### src/rtl/adder_amba_top.sv
// AXI4-Lite slave holding two operands, an add/subtract engine with a DONE flag,
// and an LED register. Address and data channels are latched independently.
module adder_amba_top #(
   parameter int C_S_AXI_DATA_WIDTH = 32,
   parameter int C_S_AXI_ADDR_WIDTH = 5
) (
   input  logic                              S_AXI_ACLK,
   input  logic                              S_AXI_ARESETN,
   input  logic [C_S_AXI_ADDR_WIDTH-1:0]     S_AXI_AWADDR,
   input  logic [2:0]                        S_AXI_AWPROT,
   input  logic                              S_AXI_AWVALID,
   output logic                              S_AXI_AWREADY,
   input  logic [C_S_AXI_DATA_WIDTH-1:0]     S_AXI_WDATA,
   input  logic [(C_S_AXI_DATA_WIDTH/8)-1:0] S_AXI_WSTRB,
   input  logic                              S_AXI_WVALID,
   output logic                              S_AXI_WREADY,
   output logic [1:0]                        S_AXI_BRESP,
   output logic                              S_AXI_BVALID,
   input  logic                              S_AXI_BREADY,
   input  logic [C_S_AXI_ADDR_WIDTH-1:0]     S_AXI_ARADDR,
   input  logic [2:0]                        S_AXI_ARPROT,
   input  logic                              S_AXI_ARVALID,
   output logic                              S_AXI_ARREADY,
   output logic [C_S_AXI_DATA_WIDTH-1:0]     S_AXI_RDATA,
   output logic [1:0]                        S_AXI_RRESP,
   output logic                              S_AXI_RVALID,
   input  logic                              S_AXI_RREADY,
   output logic [3:0]                        o_leds
);

   localparam int DW = C_S_AXI_DATA_WIDTH;
   localparam int SW = DW / 8;

   localparam logic [2:0] ADDR_R0   = 3'd0;
   localparam logic [2:0] ADDR_R1   = 3'd1;
   localparam logic [2:0] ADDR_R2   = 3'd2;
   localparam logic [2:0] ADDR_CTRL = 3'd3;
   localparam logic [2:0] ADDR_LED  = 3'd4;

   logic          awready_q, awready_d, aw_held_q, aw_held_d;
   logic [2:0]    awaddr_q, awaddr_d;
   logic          wready_q, wready_d, w_held_q, w_held_d;
   logic [DW-1:0] wdata_q, wdata_d;
   logic [SW-1:0] wstrb_q, wstrb_d;
   logic          bvalid_q, bvalid_d;
   logic          arready_q, arready_d;
   logic [2:0]    araddr_q, araddr_d;
   logic          rvalid_q, rvalid_d;
   logic [DW-1:0] rdata_q, rdata_d;
   logic [DW-1:0] r0_q, r0_d, r1_q, r1_d, r2_q, r2_d, led_q, led_d;
   logic          op_q, op_d, done_q, done_d, calc_q, calc_d;
   logic          wr_en;
   logic [DW-1:0] rd_mux;
   logic          unused_ok;

   function automatic logic [DW-1:0] merge_bytes(input logic [DW-1:0] old_v,
                                                  input logic [DW-1:0] new_v,
                                                  input logic [SW-1:0] strb);
      logic [DW-1:0] res;
      res = old_v;
      for (int i = 0; i < SW; i++)
         if (strb[i]) res[8*i +: 8] = new_v[8*i +: 8];
      return res;
   endfunction

   assign wr_en = aw_held_q && w_held_q && !bvalid_q;

   always_comb begin
      rd_mux = '0;
      case (araddr_q)
         ADDR_R0:   rd_mux = r0_q;
         ADDR_R1:   rd_mux = r1_q;
         ADDR_R2:   rd_mux = r2_q;
         ADDR_CTRL: rd_mux = {done_q, {(DW-3){1'b0}}, op_q, 1'b0};
         ADDR_LED:  rd_mux = led_q;
         default:   rd_mux = '0;
      endcase
   end

   always_comb begin
      awready_d = 1'b0;
      aw_held_d = aw_held_q;
      awaddr_d  = awaddr_q;
      wready_d  = 1'b0;
      w_held_d  = w_held_q;
      wdata_d   = wdata_q;
      wstrb_d   = wstrb_q;
      bvalid_d  = bvalid_q;
      arready_d = 1'b0;
      araddr_d  = araddr_q;
      rvalid_d  = rvalid_q;
      rdata_d   = rdata_q;
      r0_d      = r0_q;
      r1_d      = r1_q;
      r2_d      = r2_q;
      led_d     = led_q;
      op_d      = op_q;
      done_d    = done_q;
      calc_d    = 1'b0;

      if (S_AXI_AWVALID && !aw_held_q) begin
         awready_d = 1'b1;
         aw_held_d = 1'b1;
         awaddr_d  = S_AXI_AWADDR[4:2];
      end
      if (S_AXI_WVALID && !w_held_q) begin
         wready_d = 1'b1;
         w_held_d = 1'b1;
         wdata_d  = S_AXI_WDATA;
         wstrb_d  = S_AXI_WSTRB;
      end
      // Both halves stay latched until the response is taken, blocking new accepts.
      if (bvalid_q && S_AXI_BREADY) begin
         bvalid_d  = 1'b0;
         aw_held_d = 1'b0;
         w_held_d  = 1'b0;
      end

      if (calc_q) begin
         r2_d   = op_q ? (r0_q + r1_q) : (r0_q - r1_q);
         done_d = 1'b1;
      end

      if (wr_en) begin
         bvalid_d = 1'b1;
         case (awaddr_q)
            ADDR_R0:  r0_d  = merge_bytes(r0_q, wdata_q, wstrb_q);
            ADDR_R1:  r1_d  = merge_bytes(r1_q, wdata_q, wstrb_q);
            ADDR_LED: led_d = merge_bytes(led_q, wdata_q, wstrb_q);
            ADDR_CTRL: begin
               if (wstrb_q[0]) begin
                  op_d = wdata_q[1];
                  if (wdata_q[0]) begin
                     done_d = 1'b0;
                     calc_d = 1'b1;
                  end
               end
            end
            default: ;
         endcase
      end

      if (S_AXI_ARVALID && !rvalid_q && !arready_q) begin
         arready_d = 1'b1;
         araddr_d  = S_AXI_ARADDR[4:2];
      end
      if (arready_q) begin
         rvalid_d = 1'b1;
         rdata_d  = rd_mux;
      end
      if (rvalid_q && S_AXI_RREADY) rvalid_d = 1'b0;
   end

   always_ff @(posedge S_AXI_ACLK or posedge S_AXI_ARESETN) begin
      if (S_AXI_ARESETN) begin
         awready_q <= 1'b0;
         aw_held_q <= 1'b0;
         awaddr_q  <= '0;
         wready_q  <= 1'b0;
         w_held_q  <= 1'b0;
         wdata_q   <= '0;
         wstrb_q   <= '0;
         bvalid_q  <= 1'b0;
         arready_q <= 1'b0;
         araddr_q  <= '0;
         rvalid_q  <= 1'b0;
         rdata_q   <= '0;
         r0_q      <= '0;
         r1_q      <= '0;
         r2_q      <= '0;
         led_q     <= '0;
         op_q      <= 1'b0;
         done_q    <= 1'b0;
         calc_q    <= 1'b0;
      end else begin
         awready_q <= awready_d;
         aw_held_q <= aw_held_d;
         awaddr_q  <= awaddr_d;
         wready_q  <= wready_d;
         w_held_q  <= w_held_d;
         wdata_q   <= wdata_d;
         wstrb_q   <= wstrb_d;
         bvalid_q  <= bvalid_d;
         arready_q <= arready_d;
         araddr_q  <= araddr_d;
         rvalid_q  <= rvalid_d;
         rdata_q   <= rdata_d;
         r0_q      <= r0_d;
         r1_q      <= r1_d;
         r2_q      <= r2_d;
         led_q     <= led_d;
         op_q      <= op_d;
         done_q    <= done_d;
         calc_q    <= calc_d;
      end
   end

   assign S_AXI_AWREADY = awready_q;
   assign S_AXI_WREADY  = wready_q;
   assign S_AXI_BVALID  = bvalid_q;
   assign S_AXI_BRESP   = 2'b00;
   assign S_AXI_ARREADY = arready_q;
   assign S_AXI_RVALID  = rvalid_q;
   assign S_AXI_RDATA   = rdata_q;
   assign S_AXI_RRESP   = 2'b00;
   assign o_leds        = led_q[3:0];

   assign unused_ok = ^{S_AXI_AWPROT, S_AXI_ARPROT, S_AXI_AWADDR, S_AXI_ARADDR};

endmodule

### config.mk
export PLATFORM = sky130hd
export DESIGN_NAME = adder_amba_top
export DESIGN_NICKNAME = d
export VERILOG_FILES = /design/src/rtl/adder_amba_top.sv
export SDC_FILE = /design/constraint.sdc
export NUM_CORES = 1
export LEC_CHECK = 0
export ABC_AREA = 1
export CORE_ASPECT_RATIO = 1.2
export CORE_MARGIN = 2
export CORE_UTILIZATION = 45
export DETAILED_ROUTE_END_ITERATION = 12
export GPL_TIMING_DRIVEN = 0
export PLACE_DENSITY = 0.63
export SLEW_MARGIN = 25
export SYNTH_ARGS = -nofsm -noshare
export SYNTH_HDL_FRONTEND = slang
export SYNTH_SLANG_ARGS = --single-unit
### constraint.sdc
create_clock -name S_AXI_ACLK -period 15.9 [get_ports S_AXI_ACLK]
set_input_delay 4.77 -clock S_AXI_ACLK [delete_from_list [all_inputs] [get_ports S_AXI_ACLK]]
set_output_delay 4.77 -clock S_AXI_ACLK [all_outputs]
set_load 0.01 [all_outputs]
==> qor.csv <==
stage,metric,value,unit
status,outcome,finished clean,
sta,Max-slew headroom,41.2,%
floorplan,Starting Density,45.9,%
clocking,root buf cell,clkbuf_16,
critical_path,R2R cell count,18,
synthesis,synthesized flop and latch total,212,
final_layout,design area,13800,µm²
sta,Period minus WS final,6310,ps
synthesis,synthesized instance count,1553,
route,ANT nets after route,0,
sta,Slew Limit Fails,0,
floorplan,height of the chip,181,µm
place,hpwl dp,26800,µm
route,final wirelength,34200,µm
synthesis,Synth async-reset ratio,100,%
place,Port Buffers,89,
power,P per Cell Area,251,nW/µm²
grt,total gr overflow,0,
sta,setup tns final,0,ps
synthesis,Synth Flop Type,dfrtp_1,
synthesis,post-synth top area share,45.2,%
clocking,CTS tree,done,
critical_path,worst-path cell chain,"buf_4, clkdlybuf4s50_1",
sta,RSZ-0062 raised after global routing,false,
synthesis,number of synthesized flops with an enable pin,0,
clocking,total CTS buffers,23,
run,Max Cap Viol,0,
final_layout,share of layout cells above drive strength 1,5.76,%
synthesis,Avg Synthesized Cell Area,7.56,µm²
floorplan,Core Box Area,25500,µm²
critical_path,worst-path fanout max,3,
hold_path,Hold Path Origin,S_AXI_RVALID,
floorplan,Die Wd,151,µm
clocking,H-tree depth,1,
sta,FMAX,159,MHz
floorplan,Cell Rows,64,
grt,first-pass GRT wire length,54300,µm
clocking,# resized after CTS,0,
sta,Least-Margin Pin Slew,876,ps
synthesis,post-synthesis sequential area ratio,45.2,%
clocking,# hold bufs at CTS,0,
clocking,Sink Count,212,
route,met2 wire len,15400,µm
power,Leak Pwr,6.98,nW
critical_path,Critical Path AT,1540,ps
power,Max VDD drop,0.101,mV
critical_path,worst reg2reg setup slack,12620,ps
floorplan,IO Pins,104,
floorplan,Die ar.,27400,µm²
place,GP Congestion,0.913,
hold_path,Hold Path Cell Cnt,1,
critical_path,"Slowest-stage cell, CP",clkdlybuf4s50_1,
final_layout,P&R area growth vs syn,18.0,%
place,dpl cell area,13100,µm²
route,WL per Instance,17.0,µm
sta,Tcrit/Tclk final,39.7,%
sta,Fin. Hold Viols,0,
critical_path,WP data required,11130,ps
route,First DRT Iteration DRCs,691,
clocking,Clock transition at path regs,60,ps
critical_path,crit path kind,reg -> out,
critical_path,reg2reg end,r2_q[24],
sta,Final Skew,8.33,ps
synthesis,largest cells by area after synthesis,"dfrtp_1 45%, nand2_1 19%, o21ai_0 7.6%, inv_1 5.9%, ha_1 4.2%",
hold_path,Hold Path End,S_AXI_RVALID,
synthesis,"top cells by count, synth","580 x nand2_1, 212 x dfrtp_1, 186 x inv_1",
synthesis,Yosys top cell by area,dfrtp_1,
clocking,CTS Buffer Depth,3,
hold_path,worst min-delay path category,reg -> reg,
critical_path,r2r startpoint,r1_q[0],
critical_path,Crit path largest cell delay,520,ps
final_layout,# nets final,1771,
grt,largest net degree at the start of global routing,87,
route,Vias,10400,
final_layout,# diodes,0,
route,routed metal-1 wire length,15700,µm
critical_path,CP Launch Type,register,
clocking,setup bufs post-CTS,0,
synthesis,most numerous cell in the Yosys netlist,nand2_1,
grt,vias in the first global route,10000,
clocking,Clock Latency Late Sink,520,ps
power,Tot Pwr,3.47,mW
sta,final setup fails,0,
route,Residual DRC,0,
synthesis,Synth Cell Area,11700,µm²
synthesis,Yosys warning count,0,
grt,Tot GR Track Use,25.7,%
route,DR top layer,met4,
route,met3 wire length,2140,µm
critical_path,nature of the critical path endpoint,output pin,
route,Vias/cell,5.17,
route,DRT Pass-1 Iters,5,
synthesis,synth unique cells,36,
grt,initial antenna violation count,0,
==> power breakdown <==
group	internal [mW]	total, mW	leakage [nW]	switching (mW)
registers	0.740	0.907	2.79	0.167
logic	0.727	2.03	3.84	1.30
clock network	0.317	0.538	0.353	0.221
==> cell type report <==
type	instances	area [µm²]
fill	2496	11700
multi-input combinational	1103	5480
sequential	212	5310
timing repair buffer	91	946
inverter	190	721
clock buffer	27	601
tap	330	413
buffer	51	251
clock inverter	9	133
==> stage by stage <==
| stage | hold slack (ps) | utilization, % | cells | worst slack, ps |
|---|---|---|---|---|
| final | 480 | 54.2 | 2013 | 9590 |
| after global routing | 500 | 54.2 | 2013 | 9540 |
| after CTS | 481 | 54.2 | 2013 | 9570 |
| after detailed placement | 467 | 51.3 | 1977 | 9210 |
| after global placement | 455 | 51.1 | 1975 | 2540 |
| after floorplan | 442 | - | 1556 | 5340 |
==> cell usage in the layout (no fill, tap or decap), drive strengths merged, types with 4 or more instances in the layout <==
cell	synthesis	routed
nand2	580	580
dfrtp	212	212
inv	190	191
o21ai	181	181
clkdlybuf4s50	0	89
nor2	88	88
nand3	56	56
clkbuf	27	54
ha	39	39
xor2	27	27
mux2	27	27
buf	24	26
a21oi	22	22
nand4	18	18
xnor2	17	17
o2111ai	13	13
nor3	11	11
nand3b	6	6
conb	1	4
==> registers in the layout (all words and copies together) (netlist names), 3 cells and up <==
signal and count:
r2_q 32, araddr_q 3, awaddr_q 3, r0_q 32
wstrb_q 4, r1_q 32, led_q 32, S_AXI_RDATA 32
wdata_q 32
==> worst max-delay path: cells and delay by family, from the launching register on <==
| family | cells | cell delay (ps) |
|---|---|---|
| flip-flops | 1 | 380 |
| buffers and inverters | 2 | 640 |
==> logic make-up (layout without fill, tap and decap cells) <==
family                   Yosys count  in the layout  share of synthesized area (%)
AND/OR/NAND/NOR                  761            761                           26.0
buffers and inverters            241            368                           8.22
AO/OA/AOI/OAI                    227            227                           10.3
flip-flops                       212            212                           45.2
XOR/XNOR                          44             44                           3.28
adder cells (fa/ha/maj)           40             40                           4.33
multiplexers                      27             27                           2.59
other                              1              4                         0.0320
==> worst max-delay path by stage <==
stage / start / end / slack, ps / cells past startpoint
6_report: led_q[0] / o_leds[0] / 9590 / 2
5_1_grt: led_q[2] / o_leds[2] / 9540 / 2
4_1_cts: led_q[1] / o_leds[1] / 9570 / 2
3_5_place_dp: S_AXI_WVALID / wdata_q[30] / 9210 / 5
3_3_place_gp: S_AXI_ARESETN / S_AXI_RDATA[4] / 2540 / 2
2_1_floorplan: S_AXI_ARESETN / S_AXI_ARREADY / 5340 / 1
==> metal layers <==
metal  global-route usage (%)  vias to the layer above
met2                     40.0                      319
met3                     3.03                       55
met5                        0                        -
met4                     7.66                        0
met1                     37.7                     4883
li1                         -                     5151
(Power assumes the default switching activity.)
